--- config.mk ---
export PLATFORM = sky130hd
export DESIGN_NAME = blinky_multi
export DESIGN_NICKNAME = d
export VERILOG_FILES = /design/src/rtl/blinky_multi.sv
export SDC_FILE = /design/constraint.sdc
export NUM_CORES = 1
export LEC_CHECK = 0
export BUFFER_PORTS_ARGS = -buffer_cell sky130_fd_sc_hd__buf_2
export CORE_ASPECT_RATIO = 1.2
export CORE_MARGIN = 4
export CORE_UTILIZATION = 57
export DETAILED_ROUTE_END_ITERATION = 10
export GPL_TIMING_DRIVEN = 1
export PLACE_DENSITY = 0.74
export SLEW_MARGIN = 20
export SYNTH_ARGS = -nofsm -noshare
export SYNTH_HDL_FRONTEND = slang
export SYNTH_SLANG_ARGS = --single-unit
--- constraint.sdc ---
create_clock -name clk_25mhz -period 2.4 [get_ports clk_25mhz]
set_input_delay 0 -clock clk_25mhz [delete_from_list [all_inputs] [get_ports clk_25mhz]]
set_output_delay 0 -clock clk_25mhz [all_outputs]
set_load 0.005 [all_outputs]
--- src/rtl/blinky_multi.sv ---
// rtl/blinky_multi.sv - multi-mode LED blinker for the ULX3S top level
//
// Purpose:
//   Drives an LED bank in one of four button-selectable display modes
//   (button follow, binary count, bouncing scan, PWM breathe), paced by a
//   configurable tick prescaler. Also holds the ESP32 boot strap high.
//
// Parameters:
//   LEDS        width of led, 2..32
//   DIV         tick period in clocks, >= 2
//   DEB_CYCLES  stable clocks needed to accept a button change, >= 1
//               (only meaningful when BLINKY_DEBOUNCE_EN is defined)
//
// Compile-time option:
//   BLINKY_DEBOUNCE_EN  adds a per-button debounce counter behind the
//                       synchronizer; without it the synchronizer output
//                       is used directly and button bounce is visible.
//
// Ports:
//   clk_25mhz   in   1     sole clock
//   rst_n       in   1     asynchronous assert, active-low reset
//   btn         in   7     raw buttons, active-high
//                          btn[1] mode advance, btn[2] pause,
//                          btn[i] mirrored on led[i] in FOLLOW mode
//   led         out  LEDS  registered LED drive
//   mode        out  2     current display mode (debug)
//   wifi_gpio0  out  1     constant 1, also during reset

module blinky_multi #(
  parameter int LEDS       = 8,
  parameter int DIV        = 12_500_000,
  parameter int DEB_CYCLES = 250_000
) (
  input  logic            clk_25mhz,
  input  logic            rst_n,
  input  logic [6:0]      btn,
  output logic [LEDS-1:0] led,
  output logic [1:0]      mode,
  output logic            wifi_gpio0
);

  typedef enum logic [1:0] {
    M_FOLLOW  = 2'd0,
    M_COUNT   = 2'd1,
    M_SCAN    = 2'd2,
    M_BREATHE = 2'd3
  } mode_t;

  localparam int            PW        = $clog2(DIV);
  localparam logic [PW-1:0] PCNT_LAST = PW'(DIV - 1);
  // Highest led index that mirrors a button in FOLLOW mode.
  localparam int            NF        = (LEDS - 1 < 6) ? LEDS - 1 : 6;

  // The ESP32 must see GPIO0 high at all times or it enters its bootloader.
  assign wifi_gpio0 = 1'b1;

  // --------------------------------------------------------------------
  // Button conditioning
  // --------------------------------------------------------------------
  logic [6:0] sync1;
  logic [6:0] sync2;
  logic [6:0] acc;

  always_ff @(posedge clk_25mhz or negedge rst_n) begin
    if (!rst_n) begin
      sync1 <= '0;
      sync2 <= '0;
    end else begin
      sync1 <= btn;
      sync2 <= sync1;
    end
  end

`ifdef BLINKY_DEBOUNCE_EN
  localparam int            DW       = $clog2(DEB_CYCLES + 1);
  localparam logic [DW-1:0] DEB_LAST = DW'(DEB_CYCLES - 1);

  logic [DW-1:0] deb_cnt [7];

  // A bit is accepted once the synchronized value has disagreed with the
  // accepted value for DEB_CYCLES clocks in a row; any agreeing clock
  // restarts the count, so short glitches never reach acc.
  always_ff @(posedge clk_25mhz or negedge rst_n) begin
    if (!rst_n) begin
      acc <= '0;
      for (int i = 0; i < 7; i++) begin
        deb_cnt[i] <= '0;
      end
    end else begin
      for (int i = 0; i < 7; i++) begin
        if (sync2[i] == acc[i]) begin
          deb_cnt[i] <= '0;
        end else if (deb_cnt[i] == DEB_LAST) begin
          acc[i]     <= sync2[i];
          deb_cnt[i] <= '0;
        end else begin
          deb_cnt[i] <= deb_cnt[i] + DW'(1);
        end
      end
    end
  end
`else
  assign acc = sync2;
`endif

  // acc[0] and, for narrow banks, the upper buttons are not displayed.
  logic unused_acc;
  assign unused_acc = ^acc;

  // --------------------------------------------------------------------
  // Press detect and pause
  // --------------------------------------------------------------------
  logic acc1_q;
  logic press;
  logic pause;

  always_ff @(posedge clk_25mhz or negedge rst_n) begin
    if (!rst_n) begin
      acc1_q <= 1'b0;
    end else begin
      acc1_q <= acc[1];
    end
  end

  assign press = acc[1] & ~acc1_q;
  assign pause = acc[2];

  // --------------------------------------------------------------------
  // Mode register
  // --------------------------------------------------------------------
  mode_t mode_q;
  mode_t mode_d;

  always_ff @(posedge clk_25mhz or negedge rst_n) begin
    if (!rst_n) begin
      mode_q <= M_FOLLOW;
    end else begin
      mode_q <= mode_d;
    end
  end

  always_comb begin
    mode_d = mode_q;
    if (press) begin
      mode_d = mode_t'(mode_q + 2'd1);
    end
  end

  assign mode = mode_q;

  // --------------------------------------------------------------------
  // Tick prescaler
  // --------------------------------------------------------------------
  logic [PW-1:0] pcnt;
  logic          tick;

  // Pause gates the tick as well as the counter so a paused prescaler
  // parked on its last value cannot keep firing.
  assign tick = ~pause && (pcnt == PCNT_LAST);

  always_ff @(posedge clk_25mhz or negedge rst_n) begin
    if (!rst_n) begin
      pcnt <= '0;
    end else if (press) begin
      // Restart the tick phase so every mode begins with a full period.
      pcnt <= '0;
    end else if (!pause) begin
      pcnt <= tick ? '0 : pcnt + PW'(1);
    end
  end

  // --------------------------------------------------------------------
  // Per-mode state
  // --------------------------------------------------------------------
  logic            blink;
  logic [LEDS-1:0] cnt;
  logic [LEDS-1:0] pos;
  logic            pos_up;
  logic [3:0]      duty;
  logic            duty_up;
  logic [3:0]      pwm;

  // A press takes priority over a coincident tick: the new mode starts
  // from its initial state and that tick is dropped.
  always_ff @(posedge clk_25mhz or negedge rst_n) begin
    if (!rst_n) begin
      blink   <= 1'b0;
      cnt     <= '0;
      pos     <= LEDS'(1);
      pos_up  <= 1'b1;
      duty    <= 4'd0;
      duty_up <= 1'b1;
    end else if (press) begin
      blink   <= 1'b0;
      cnt     <= '0;
      pos     <= LEDS'(1);
      pos_up  <= 1'b1;
      duty    <= 4'd0;
      duty_up <= 1'b1;
    end else if (tick) begin
      case (mode_q)
        M_FOLLOW: begin
          blink <= ~blink;
        end
        M_COUNT: begin
          cnt <= cnt + LEDS'(1);
        end
        M_SCAN: begin
          // Reverse at the end bits so neither end is lit twice in a row.
          if (pos_up) begin
            if (pos[LEDS-1]) begin
              pos_up <= 1'b0;
              pos    <= {1'b0, pos[LEDS-1:1]};
            end else begin
              pos <= {pos[LEDS-2:0], 1'b0};
            end
          end else begin
            if (pos[0]) begin
              pos_up <= 1'b1;
              pos    <= {pos[LEDS-2:0], 1'b0};
            end else begin
              pos <= {1'b0, pos[LEDS-1:1]};
            end
          end
        end
        M_BREATHE: begin
          // Triangle 0..15..0 without repeating the peaks: 30 ticks.
          if (duty_up) begin
            if (duty == 4'd15) begin
              duty_up <= 1'b0;
              duty    <= 4'd14;
            end else begin
              duty <= duty + 4'd1;
            end
          end else begin
            if (duty == 4'd0) begin
              duty_up <= 1'b1;
              duty    <= 4'd1;
            end else begin
              duty <= duty - 4'd1;
            end
          end
        end
        default: begin
        end
      endcase
    end
  end

  // 16-clock PWM frame shared by all LEDs in BREATHE mode.
  always_ff @(posedge clk_25mhz or negedge rst_n) begin
    if (!rst_n) begin
      pwm <= 4'd0;
    end else begin
      pwm <= pwm + 4'd1;
    end
  end

  // --------------------------------------------------------------------
  // LED decode and output register
  // --------------------------------------------------------------------
  logic [LEDS-1:0] led_d;

  always_comb begin
    led_d = '0;
    case (mode_q)
      M_FOLLOW: begin
        led_d[0] = blink;
        for (int i = 1; i <= NF; i++) begin
          led_d[i] = acc[i];
        end
      end
      M_COUNT: begin
        led_d = cnt;
      end
      M_SCAN: begin
        led_d = pos;
      end
      M_BREATHE: begin
        // duty 0 never lights; duty 15 lights 15 of 16 clocks.
        led_d = {LEDS{pwm < duty}};
      end
      default: begin
        led_d = '0;
      end
    endcase
  end

  always_ff @(posedge clk_25mhz or negedge rst_n) begin
    if (!rst_n) begin
      led <= '0;
    end else begin
      led <= led_d;
    end
  end

endmodule

**Word level (Yosys, flattened, before mapping)**

Cells that the tools add are included.

- Register bits: 76
- Input port bits: 9
- Output and inout port bits: 11
- Logic and storage cells: 77

- $add $sub $neg: 6
- $lt $le $gt $ge: 1
- Equality and inequality tests: 6
- Muxes and demuxes: 35
- Bitwise operators: 4
- Reduce and logical (&&, ||, !) cells: 12

Operator list:

| cell | number |
|---|---|
| $mux W24 | 3 |
| $mux W8 | 9 |
| $pmux W7 S4 | 1 |
| $add A24 B1 Y24 const B | 1 |
| $eq A24 B24 Y1 const B | 1 |
| $mux W4 | 6 |
| $mux W1 | 15 |
| $reduce_bool A2 Y1 | 5 |
| $add A4 B1 Y4 const B | 2 |
| $add A8 B1 Y8 const B | 1 |
| $reduce_and A2 Y1 | 4 |
| $eq A2 B2 Y1 const B | 2 |
| $eq A4 B4 Y1 const B | 1 |
| $logic_not A4 Y1 | 1 |
| $lt A4 B4 Y1 | 1 |
| $sub A4 B1 Y4 const B | 1 |
| $not A1 Y1 | 3 |
| $pmux W1 S3 | 1 |
| $add A2 B1 Y2 const B | 1 |
| $eq A2 B1 Y1 const B | 1 |
| $logic_not A2 Y1 | 1 |
| $ne A2 B1 Y1 const B | 1 |
| $and A1 B1 Y1 | 1 |
| $logic_and A1 B1 Y1 | 1 |

**Longest topological paths before layout**

- Word-level depth: 6
- Depth in mapped cells: 7
- Gate-level depth less buffers: 7

**Worst setup path before layout**

No wires, ideal clock.

- Path kind: flip-flop to flip-flop
- Start: register pcnt[8]
- End: register cnt[6]
- Setup time: 120 ps
- Data arrival time: 2092 ps
- Required time: 2280 ps
- Slack: 189 ps
- Stages on the path, launching flop included: 6
- Path buffers: 0
- Period minus slack after synthesis: 2211 ps
- Cells stage by stage: dfrtp_1 -> or4_4 -> or4_4 -> nor4_4 -> a21oi_1 -> a31o_1

- Longest elaborated chain between the ends: 4

Ends and longest elaborated chain:

| item | RTL line | text |
|---|---|---|
| from (decl) | 154 | `logic [PW-1:0] pcnt;` |
| from (signal assigned) | 168 | `pcnt <= tick ? '0 : pcnt + PW'(1);` |
| $eq A24 B24 Y1 | 159 | `assign tick = ~pause && (pcnt == PCNT_LAST);` |
| $logic_and A1 B1 Y1 | 159 |  |
| $reduce_bool A2 Y1 (no source line) | n/a |  |
| $reduce_and A2 Y1 (no source line) | n/a |  |
| to (signal assigned) | 206 | `cnt <= cnt + LEDS'(1);` |
| to (decl) | 176 | `logic [LEDS-1:0] cnt;` |

No other way between the ends.
A chain may end at the register's enable or synchronous reset.

**Worst setup path after layout**

- Start: register pcnt[16]
- End: register cnt[6]

The elaborated chain is that of the path after synthesis.

==> metrics <==
switching pwr=749 uW; Clock Sinks=74; clock tree buffer depth=2; Residual DRC=0; clock share of power=39.7%; EDFF count, synth=0; status=completed; Int Pwr=2.17 mW; share of the synthesized area in the top cell type=47.6%; Initial Utilization=58.2%; die area=7910 sq um; top-count cell post-synth=dfrtp_1; maximum VDD drop=0.518 mV; Syn. warnings=0; Tightest Pin Transition=0.916 ns; vias in the first global route=3028; critical path arrival=2.53 ns; floorplan row count=32; RSZ-0062 raised after global routing=false; WL/cell=15.5 um; Unique masters post-synth=52; CTS tree=done; CTS Hold Bufs=7; share of cells above drive strength 1=16.5%; Hold Crit Class=in -> async; synth-to-layout area growth=15.5%; TritonCTS Buffers=9; RePlAce Congestion=0.911; first-pass GRT wire length=13800 um; post-CTS sizing=0; endpoints failing hold=0; Detail Route Antenna Nets=0; WP data required=2.64 ns; setup bufs post-CTS=0; top_reg_cell synth=dfrtp_1; largest fanout on the critical path=6; Die Wd=81.8 um; Post-synth ARST share=100%; post-route minimum period=2.29 ns; Slew headroom=38.9%; max frequency=437 MHz; endpoint class of the critical path=flop; FILL cells=499; Synthesized Nets=393; register share of total power=46.8%; Pwr per Cell Area=678 nW/um^2; Root Driver=clkbuf_8; # port buffers=17; CTS H-tree depth=3; Synth Instances=371; Ant. Diodes=0; syn_area_per_cell=10.1 sq um; Max Cap Viol=0; Setup Skew=0.00712 ns; startpoint types=flop; Synth Register Bits=74; Via density=5.82; final net count=430; worst-skew pair later-pin latency=0.35 ns; Post-synth top cells=71 x dfrtp_1, 36 x nand2_1, 34 x nor2_1; Pleak=1.98 nW; final core occ=67.2%; drt pass-1 iters=4; register area share after synthesis=49.7%; setup TNS=0 ns; switching share of total power=25.7%; initial antenna violation count=0; Overflow after GRT=0; largest net degree at the start of global routing=75; Setup CP Type=reg -> reg; number of top-level pins=20; DR iter-0 viols=249; Post-Syn Area=3730 sq um; Comb power frac=13.6%; DIE HEIGHT=96.6 um; core area=6410 sq um; # setup viols final=0; Tcrit/Tclk final=95.4%; Vias=2896; cell accounting for the most synthesized area=dfrtp_1; GRT Util Overall=22.3%; fin. max-slew vios=0; post-DP HPWL=5230 um; clock transition at the registers of the reported paths=0.08 ns; final wirelength=7710 um; ranking of synthesized cells by area=dfrtp_1 48%, ha_1 4.4%, nand2_1 3.6%, xor2_1 3.5%, nor2_1 3.4%
## power groups by stage
stage | registers (mW) | logic (mW) | clock network, mW
global placement | 1.39 | 0.378 | 0
detailed placement | 1.39 | 0.388 | 0
CTS | 1.37 | 0.402 | 1.18
global route | 1.38 | 0.443 | 1.24
floorplan | 1.39 | 0.214 | 0
finish | 1.37 | 0.396 | 1.16
## cells by family after synthesis
| logic type | after synthesis | synth area share, % |
|---|---|---|
| simple gates | 146 | 20.6 |
| flops | 74 | 49.7 |
| compound gates | 68 | 12.1 |
| buf+inv | 30 | 3.19 |
| xor+xnor | 22 | 5.17 |
| mux | 17 | 4.73 |
| fa+ha+maj | 13 | 4.36 |
| other cells | 1 | 0.101 |
## layout make-up
class / count / area, sq um / share of cell area [%]
Sequential cell: 74 / 1860 / 43.1
Inverter: 14 / 52.6 / 1.22
Clock buffer: 10 / 128 / 2.96
Tap cell: 85 / 106 / 2.47
Multi-Input combinational cell: 267 / 1760 / 40.8
Clock inverter: 6 / 115 / 2.67
Timing Repair Buffer: 42 / 293 / 6.80
## cell usage in the layout, fill, tap and decap left out, drive strengths merged, types with 7 or more instances in the layout
master,synthesis,final
nand4,17,17
dfrtp,71,71
mux2i,12,12
a21oi,12,12
nand2,36,36
nor2,34,34
inv,14,14
ha,13,13
o211ai,9,9
clkbuf,11,10
xnor2,7,7
o21ai,16,16
nand3,18,18
buf,5,35
xor2,15,15
a22oi,7,7
dlygate4sd3,0,7
## per-stage QoR
stage,setup slack (ns),cell area [sq um],power (mW),std cells,hold slack [ns]
floorplan,0.189,3730,1.61,371,-0.296
global placement,0.160,4000,1.77,475,0.109
detailed placement,0.129,4000,1.78,475,0.110
CTS,0.102,4310,2.95,498,0.277
global route,0.0140,4310,3.05,498,0.291
finish,0.110,4310,2.92,498,0.290
## final timing paths
| check | from | slack, ns | to | cells past startpoint |
|---|---|---|---|---|
| setup / recovery | pcnt[16] | 0.11 | cnt[6] | 5 |
| hold / removal | rst_n | 0.29 | duty[0] | 2 |
| setup reg to reg | pcnt[16] | 0.11 | cnt[6] | 5 |
| hold reg to reg | sync1[6] | 0.35 | acc[6] | 0 |
| max in group asynchronous | rst_n | 1.47 | pcnt[0] | 2 |
| min in group clk_25mhz | btn[3] | 0.29 | sync1[3] | 2 |
## sequential cells by signal, indices dropped and copies added (netlist names), 4 cells and up
register  cells
pcnt         24
sync1         6
pos           8
acc           6
duty          4
cnt           8
led           8
pwm           4
## metal layers
metal  global-route usage (%)  vias to the layer above  share of wire (%)
li1                         -                     1395                  -
met1                     28.4                     1393                 41
met2                     35.5                       87                 51
met3                     5.21                       21                4.6
met4                     10.1                        0                3.4
met5                        0                        -                  0
## worst max-delay path, stage by stage, from the launching register on
cell     delay, ns
dfrtp_1       0.38
or4b_1        0.60
or4_4         0.56
nor4_4        0.31
a21oi_1       0.12
a31o_1        0.20
(Power assumes the default switching activity.)
